### config.mk
export PLATFORM = sky130hd
export DESIGN_NAME = unpack_flat
export DESIGN_NICKNAME = d
export VERILOG_FILES = /design/src/rtl/pack_pkg.sv /design/src/rtl/unpack_if.sv /design/src/rtl/frame_out_stage.sv /design/src/rtl/unpack.sv /design/src/flat_wrapper.sv
export SDC_FILE = /design/constraint.sdc
export NUM_CORES = 1
export LEC_CHECK = 0
export CAP_MARGIN = 10
export CORE_AREA = 2 2 496 498
export DETAILED_ROUTE_END_ITERATION = 7
export DIE_AREA = 0 0 498 500
export PLACE_DENSITY = 0.3
export SLEW_MARGIN = 20
export SYNTH_ARGS = -nofsm -noshare
export SYNTH_HDL_FRONTEND = slang
export SYNTH_SLANG_ARGS = --single-unit
### constraint.sdc
create_clock -name clk -period 32 [get_ports clk]
set_clock_uncertainty 0.05 [all_clocks]
set_input_delay 4.8 -clock clk [delete_from_list [all_inputs] [get_ports clk]]
set_output_delay 4.8 -clock clk [all_outputs]
set_load 0.01 [all_outputs]
### src/rtl/pack_pkg.sv
// Header layout and FSM encoding shared by the frame packer and unpacker so
// both ends of the link decode the instruction beat identically.
package pack_pkg;

    localparam int DATAWIDTH_DEF = 512;
    localparam int LEN_W_DEF     = 16;

    localparam logic [1:0] OP_LOAD = 2'b01;
    localparam logic [1:0] OP_SAVE = 2'b10;

    // Opcode sits in the top two bits, the beat count directly below it.
    localparam int OPC_HI = DATAWIDTH_DEF - 1;
    localparam int LEN_HI = DATAWIDTH_DEF - 3;
    localparam int LEN_LO = DATAWIDTH_DEF - 2 - LEN_W_DEF;

    localparam logic [1:0] ST_IDLE = 2'd0;
    localparam logic [1:0] ST_DATA = 2'd1;
    localparam logic [1:0] ST_DROP = 2'd2;
    localparam logic [1:0] ST_DONE = 2'd3;

endpackage

### src/rtl/unpack_if.sv
// Frame input stream, instruction outputs and forwarded data stream of the
// unpacker; the slave side is the unpacker itself.
interface unpack_if #(
    parameter int LOAD_INS_LEN = 96,
    parameter int SAVE_INS_LEN = 128,
    parameter int DATAWIDTH    = 512
);

    logic                    frame_valid;
    logic                    frame_ready;
    logic [DATAWIDTH-1:0]    frame_data;
    logic [LOAD_INS_LEN-1:0] load_ins_data;
    logic                    load_ins_valid;
    logic [SAVE_INS_LEN-1:0] save_ins_data;
    logic                    save_ins_valid;
    logic [DATAWIDTH-1:0]    data;
    logic                    data_valid;
    logic                    data_ready;
    logic                    data_last;
    logic                    done;
    logic                    error;

    modport master (
        output frame_valid, frame_data, data_ready,
        input  frame_ready, load_ins_data, load_ins_valid, save_ins_data,
               save_ins_valid, data, data_valid, data_last, done, error
    );

    modport slave (
        input  frame_valid, frame_data, data_ready,
        output frame_ready, load_ins_data, load_ins_valid, save_ins_data,
               save_ins_valid, data, data_valid, data_last, done, error
    );

endinterface

### src/rtl/frame_out_stage.sv
// One-entry valid/ready register holding a data beat and its last flag;
// it accepts a new beat whenever it is empty or being drained this cycle.
module frame_out_stage #(
    parameter int W = 512
) (
    input  logic         clk,
    input  logic         rst,
    input  logic         in_valid,
    input  logic [W-1:0] in_data,
    input  logic         in_last,
    output logic         in_ready,
    output logic         out_valid,
    output logic [W-1:0] out_data,
    output logic         out_last,
    input  logic         out_ready
);

    assign in_ready = !out_valid || out_ready;

    always_ff @(posedge clk or posedge rst) begin
        if (rst) begin
            out_valid <= 1'b0;
            out_data  <= '0;
            out_last  <= 1'b0;
        end else if (in_valid && in_ready) begin
            out_valid <= 1'b1;
            out_data  <= in_data;
            out_last  <= in_last;
        end else if (out_valid && out_ready) begin
            out_valid <= 1'b0;
        end
    end

endmodule

### src/rtl/unpack.sv
// Receive-side frame unpacker: decodes one instruction header per packet,
// then forwards or discards its data beats through a one-entry output stage.
module unpack
    import pack_pkg::*;
#(
    parameter int LOAD_INS_LEN = 96,
    parameter int SAVE_INS_LEN = 128,
    parameter int DATAWIDTH    = DATAWIDTH_DEF,
    parameter int LEN_W        = LEN_W_DEF
) (
    input  logic     clk,
    input  logic     rst,
    unpack_if.slave  bus
);

    logic [1:0]              state;
    logic [LEN_W-1:0]        remaining;
    logic [1:0]              opcode;
    logic [LEN_W-1:0]        len;
    logic                    frame_ready;
    logic                    accept;
    logic                    stage_in_valid;
    logic                    stage_in_ready;
    logic                    stage_in_last;
    logic                    out_valid;
    logic                    out_last;
    logic [DATAWIDTH-1:0]    out_data;
    logic                    last_handshake;
    logic [LOAD_INS_LEN-1:0] load_ins_data;
    logic                    load_ins_valid;
    logic [SAVE_INS_LEN-1:0] save_ins_data;
    logic                    save_ins_valid;
    logic                    error;

    assign opcode = bus.frame_data[DATAWIDTH-1 -: 2];
    assign len    = bus.frame_data[DATAWIDTH-3 -: LEN_W];

    // A zero remaining count in DATA means the packet is fully consumed and
    // we are only waiting for the last beat to drain downstream.
    always_comb begin
        frame_ready = 1'b0;
        case (state)
            ST_IDLE: frame_ready = 1'b1;
            ST_DROP: frame_ready = 1'b1;
            ST_DATA: frame_ready = (remaining != '0) && stage_in_ready;
            default: frame_ready = 1'b0;
        endcase
    end

    assign accept         = bus.frame_valid && frame_ready;
    assign stage_in_valid = accept && (state == ST_DATA);
    assign stage_in_last  = (remaining == LEN_W'(1));
    assign last_handshake = out_valid && bus.data_ready && out_last;

    always_ff @(posedge clk or posedge rst) begin
        if (rst) begin
            state          <= ST_IDLE;
            remaining      <= '0;
            load_ins_data  <= '0;
            load_ins_valid <= 1'b0;
            save_ins_data  <= '0;
            save_ins_valid <= 1'b0;
            error          <= 1'b0;
        end else begin
            load_ins_valid <= 1'b0;
            save_ins_valid <= 1'b0;
            error          <= 1'b0;
            case (state)
                ST_IDLE: begin
                    if (accept) begin
                        remaining <= len;
                        case (opcode)
                            OP_LOAD: begin
                                load_ins_data  <= bus.frame_data[LOAD_INS_LEN-1:0];
                                load_ins_valid <= 1'b1;
                                state          <= (len == '0) ? ST_DONE : ST_DATA;
                            end
                            OP_SAVE: begin
                                save_ins_data  <= bus.frame_data[SAVE_INS_LEN-1:0];
                                save_ins_valid <= 1'b1;
                                state          <= (len == '0) ? ST_DONE : ST_DATA;
                            end
                            default: begin
                                error <= 1'b1;
                                state <= (len == '0) ? ST_IDLE : ST_DROP;
                            end
                        endcase
                    end
                end
                ST_DATA: begin
                    if (accept) begin
                        remaining <= remaining - LEN_W'(1);
                    end
                    if (last_handshake) begin
                        state <= ST_DONE;
                    end
                end
                ST_DROP: begin
                    if (accept) begin
                        remaining <= remaining - LEN_W'(1);
                        if (remaining == LEN_W'(1)) begin
                            state <= ST_IDLE;
                        end
                    end
                end
                default: begin
                    state <= ST_IDLE;
                end
            endcase
        end
    end

    frame_out_stage #(
        .W (DATAWIDTH)
    ) u_out_stage (
        .clk       (clk),
        .rst       (rst),
        .in_valid  (stage_in_valid),
        .in_data   (bus.frame_data),
        .in_last   (stage_in_last),
        .in_ready  (stage_in_ready),
        .out_valid (out_valid),
        .out_data  (out_data),
        .out_last  (out_last),
        .out_ready (bus.data_ready)
    );

    assign bus.frame_ready    = frame_ready;
    assign bus.load_ins_data  = load_ins_data;
    assign bus.load_ins_valid = load_ins_valid;
    assign bus.save_ins_data  = save_ins_data;
    assign bus.save_ins_valid = save_ins_valid;
    assign bus.error          = error;
    assign bus.done           = (state == ST_DONE);
    assign bus.data           = out_data;
    assign bus.data_valid     = out_valid;
    assign bus.data_last      = out_last;

endmodule

### src/flat_wrapper.sv
// flat-port wrapper written by rule: the top's interface ports become plain ports
module unpack_flat import pack_pkg::*;
#(
    parameter int LOAD_INS_LEN = 96,
    parameter int SAVE_INS_LEN = 128,
    parameter int DATAWIDTH    = DATAWIDTH_DEF,
    parameter int LEN_W        = LEN_W_DEF
)
  (clk, rst, bus_frame_valid, bus_frame_data, bus_data_ready, bus_frame_ready, bus_load_ins_data, bus_load_ins_valid, bus_save_ins_data, bus_save_ins_valid, bus_data, bus_data_valid, bus_data_last, bus_done, bus_error);
  unpack_if #(.LOAD_INS_LEN(LOAD_INS_LEN), .SAVE_INS_LEN(SAVE_INS_LEN), .DATAWIDTH(DATAWIDTH)) bus_i ();
  input  logic clk;
  input  logic rst;
  input wire logic [$bits(bus_i.frame_valid)-1:0] bus_frame_valid;
  input wire logic [$bits(bus_i.frame_data)-1:0] bus_frame_data;
  input wire logic [$bits(bus_i.data_ready)-1:0] bus_data_ready;
  output wire logic [$bits(bus_i.frame_ready)-1:0] bus_frame_ready;
  output wire logic [$bits(bus_i.load_ins_data)-1:0] bus_load_ins_data;
  output wire logic [$bits(bus_i.load_ins_valid)-1:0] bus_load_ins_valid;
  output wire logic [$bits(bus_i.save_ins_data)-1:0] bus_save_ins_data;
  output wire logic [$bits(bus_i.save_ins_valid)-1:0] bus_save_ins_valid;
  output wire logic [$bits(bus_i.data)-1:0] bus_data;
  output wire logic [$bits(bus_i.data_valid)-1:0] bus_data_valid;
  output wire logic [$bits(bus_i.data_last)-1:0] bus_data_last;
  output wire logic [$bits(bus_i.done)-1:0] bus_done;
  output wire logic [$bits(bus_i.error)-1:0] bus_error;
  assign bus_i.frame_valid = bus_frame_valid;
  assign bus_i.frame_data = bus_frame_data;
  assign bus_i.data_ready = bus_data_ready;
  assign bus_frame_ready = bus_i.frame_ready;
  assign bus_load_ins_data = bus_i.load_ins_data;
  assign bus_load_ins_valid = bus_i.load_ins_valid;
  assign bus_save_ins_data = bus_i.save_ins_data;
  assign bus_save_ins_valid = bus_i.save_ins_valid;
  assign bus_data = bus_i.data;
  assign bus_data_valid = bus_i.data_valid;
  assign bus_data_last = bus_i.data_last;
  assign bus_done = bus_i.done;
  assign bus_error = bus_i.error;
  unpack #(.LOAD_INS_LEN(LOAD_INS_LEN), .SAVE_INS_LEN(SAVE_INS_LEN), .DATAWIDTH(DATAWIDTH), .LEN_W(LEN_W)) u_core (.clk(clk), .rst(rst), .bus(bus_i));
endmodule
==> out/metrics.csv <==
stage,metric,value,unit
finish,area_growth,63.8,%
setup_path,cp_cell_sequence,clkdlybuf4s50_1 > nand2b_1 > nand3_1 > a21oi_1 > clkdlybuf4s50_1,
setup_path,worst-path-buf-inv,2,
sta,rsz0062_at_grt,false,
drt,viasPerCell,3.25,
yosys,synth_top_area_cell,dfrtp_1,
worst_hold_path,worstHoldPathCells,2,
yosys,async_flop_share,100,%
setup_path,critical_path_arrival,6.59,ns
sta,setup-violations-final,0,
placement,place.gp.congestion,0.761,
setup_path,timing.critical_path.max_delay_family,buffers and inverters,
clock_network,cts_buffer_depth,3,
floorplan,dieWidth,498,µm
grt,antenna_found_initial,71,
yosys,synth.top_cell.area_share,61.6,%
yosys,yosysWarningCount,0,
floorplan,die_h,500,µm
finish,layout_commonest_cell,clkdlybuf4s50_1,
placement,pre_cts_ws,20.54,ns
drt,drtPass1Iterations,4,
setup_path,critPathMaxStageDelay,0.61,ns
yosys,yosys_register_bits,759,
grt,grt_usage,12.7,%
placement,place_area,47000,µm²
grt,grt_max_degree,146,
setup_path,rr_endpoint,u_core.u_out_stage.out_data[23],
setup_path,r2r_slack,26.24,ns
sta,fin_tns_setup,0,ns
setup_path,critical_path_class,in -> out,
finish,design_area,50500,µm²
clock_network,cts_max_level,3,
floorplan,boundaryPins,1259,
flow_run,maxCapViolCount,0,
clock_network,cts_sinks,759,
setup_path,crit_path_end_kind,output port,
clock_network,cts_tree,yes,
pwr,irDropWorstVdd,44.8,µV
sta,finalMaxSlewViolations,0,
sta,period_share,35.8,%
placement,hpwl,126,mm
setup_path,worstSetupStartpointType,primary input,
grt,grt_pass1_vias,23500,
yosys,seq_area_frac_synth,61.6,%
yosys,syn_nets,2547,
yosys,ys.flop_type,dfrtp_1,
drt,vias,21600,
clock_network,clk_pin_slew,0.06,ns
yosys,yosys-top-cells-area,"dfrtp_1, mux2_4, mux2_2, nand2_1, buf_6",
grt,grt-ovfl-total,0,
finish,final_cell_mix,"clkdlybuf4s50_1, dfrtp_1, mux2_4",
clock_network,cts-root-buf,clkbuf_16,
grt,grt_pass1_wl,219,mm
clock_network,ctsResizeCount,0,
yosys,synth_area,30800,µm²
drt,drt_iter0_drc,817,
sta,hold_viol_final,0,
finish,nNetsFinal,3837,
floorplan,core,244000,µm²
worst_hold_path,hold_end,u_core.bus.save_ins_data[51],
sta,setup_slack,20.56,ns
pwr,total_power,0.00551,W
sta,max_freq,87.4,MHz
floorplan,die-area,249000,µm²
drt,drtAntennaViolNets,0,
setup_path,path_max_fanout,4,
setup_path,cp_slowest_cell,clkdlybuf4s50_1,
worst_hold_path,min_path_type,reg -> reg,
setup_path,crit_top_cell,clkdlybuf4s50_1,
clock_network,cts_setup_buffers,0,
yosys,synth_edf_count,0,
yosys,synth.distinct_cells,47,
finish,fill_cells,26300,
floorplan,rows,182,
sta,max_slew_margin,31.4,%
setup_path,crit_start,bus_data_ready,
sta,tightestPinTransition,1.03,ns
yosys,syn_inst,2022,
floorplan,start_util,12.6,%
pwr,leakagePower,21.2,nW
clock_network,ctsHoldBuffers,0,
worst_hold_path,worstHoldStart,u_core.bus.save_ins_data[51],
pwr,p_per_area,109,nW/µm²
sta,fin_hold_ws,0.422,ns
setup_path,crit_required,27.15,ns
drt,drt-total-wl,163,mm
drt,wl_per_cell,24.6,µm
drt,drc,0,
clock_network,cts_buffers,104,
sta,fin_crit,11.44,ns
status,outcome,completed,
yosys,syn_avg_cell_area,15.3,µm²
setup_path,ff2ff_path_depth,10,
clock_network,clk_latency,0.76,ns
finish,drive_gt1_share,23.8,%
setup_path,reg2reg_from,u_core.state[1],
placement,portBuffers,1258,
## power breakdown
| part | internal (W) | switching, W |
|---|---|---|
| combinational | 0.00148 | 0.00106 |
| sequential | 0.00145 | 0.000315 |
| clock | 0.000699 | 0.000503 |
## sequential cells by signal (all words and copies together), names as in the netlist
name and cells:
u_core.u_out_stage.out_data 512, u_core.bus.save_ins_data 128, u_core.bus.load_ins_data 96, u_core.remaining 16, u_core.state 2, u_core.bus.error 1, u_core.bus.load_ins_valid 1, u_core.bus.save_ins_valid 1
u_core.u_out_stage.out_last 1, u_core.u_out_stage.out_valid 1
## through the flow
stage	util, %	cells
after floorplan	-	2022
after global placement	19.2	6426
after detailed placement	19.2	6426
after CTS	20.6	6608
after global routing	20.7	6616
final	20.7	6629
## area by class of cell
| type | count | area, µm² | share of cell area [%] |
|---|---|---|---|
| Antenna cell | 21 | 52.6 | 0.104 |
| Clock buffer | 151 | 3040 | 6.02 |
| Clock inverter | 31 | 438 | 0.867 |
| Inverter | 16 | 75.1 | 0.149 |
| Multi-Input combinational cell | 1146 | 11000 | 21.8 |
| Sequential cell | 759 | 19000 | 37.6 |
| Tap cell | 3220 | 4030 | 7.98 |
| Timing Repair Buffer | 1285 | 12800 | 25.4 |
## synthesized netlist by cell type (all sizes together) (5+ instances only)
cell type  count
nand2        400
nor3           5
dfrtp        759
ha             9
nor2          10
a21oi         12
inv           16
nand3         14
mux2         609
or3            5
nor4           6
clkbuf        31
buf           70
o21ai         14
## metal layers
metal | vias to the layer above | track usage, % | share of wire [%]
met1 | 10700 | 14.1 | 38
met4 | 40 | 3.26 | 2.5
met5 | - | 0 | 0.15
li1 | 9530 | - | -
met2 | 1020 | 20.4 | 46
met3 | 246 | 7.97 | 13
## worst register-to-register path: cells and delay by family (launching register included)
family	cells	cell delay, ns
AOI/OAI and AO/OA	1	0.69
DFF	1	0.40
adders and majority gates	1	0.31
muxes	1	0.53
buffers and inverters	5	3.26
and+or+nand+nor	2	0.37
## logic make-up after synthesis
kind of cell	count (synthesis)	share of synthesized area [%]
compound gates	61	1.31
xor+xnor	1	0.0284
fa+ha+maj	9	0.365
buf+inv	117	2.75
flops	759	61.6
mux	612	27.9
simple gates	463	6.05
## worst max path at each step
stage	endpoint	slack (ns)	cells after the start
floorplan	u_core.bus.error	5.85	1
global placement	bus_frame_ready	20.56	5
detailed placement	bus_frame_ready	20.54	5
CTS	bus_frame_ready	20.54	5
global route	bus_frame_ready	20.47	5
finish	bus_frame_ready	20.56	5
Note: power is estimated with default switching activity, not from simulation.
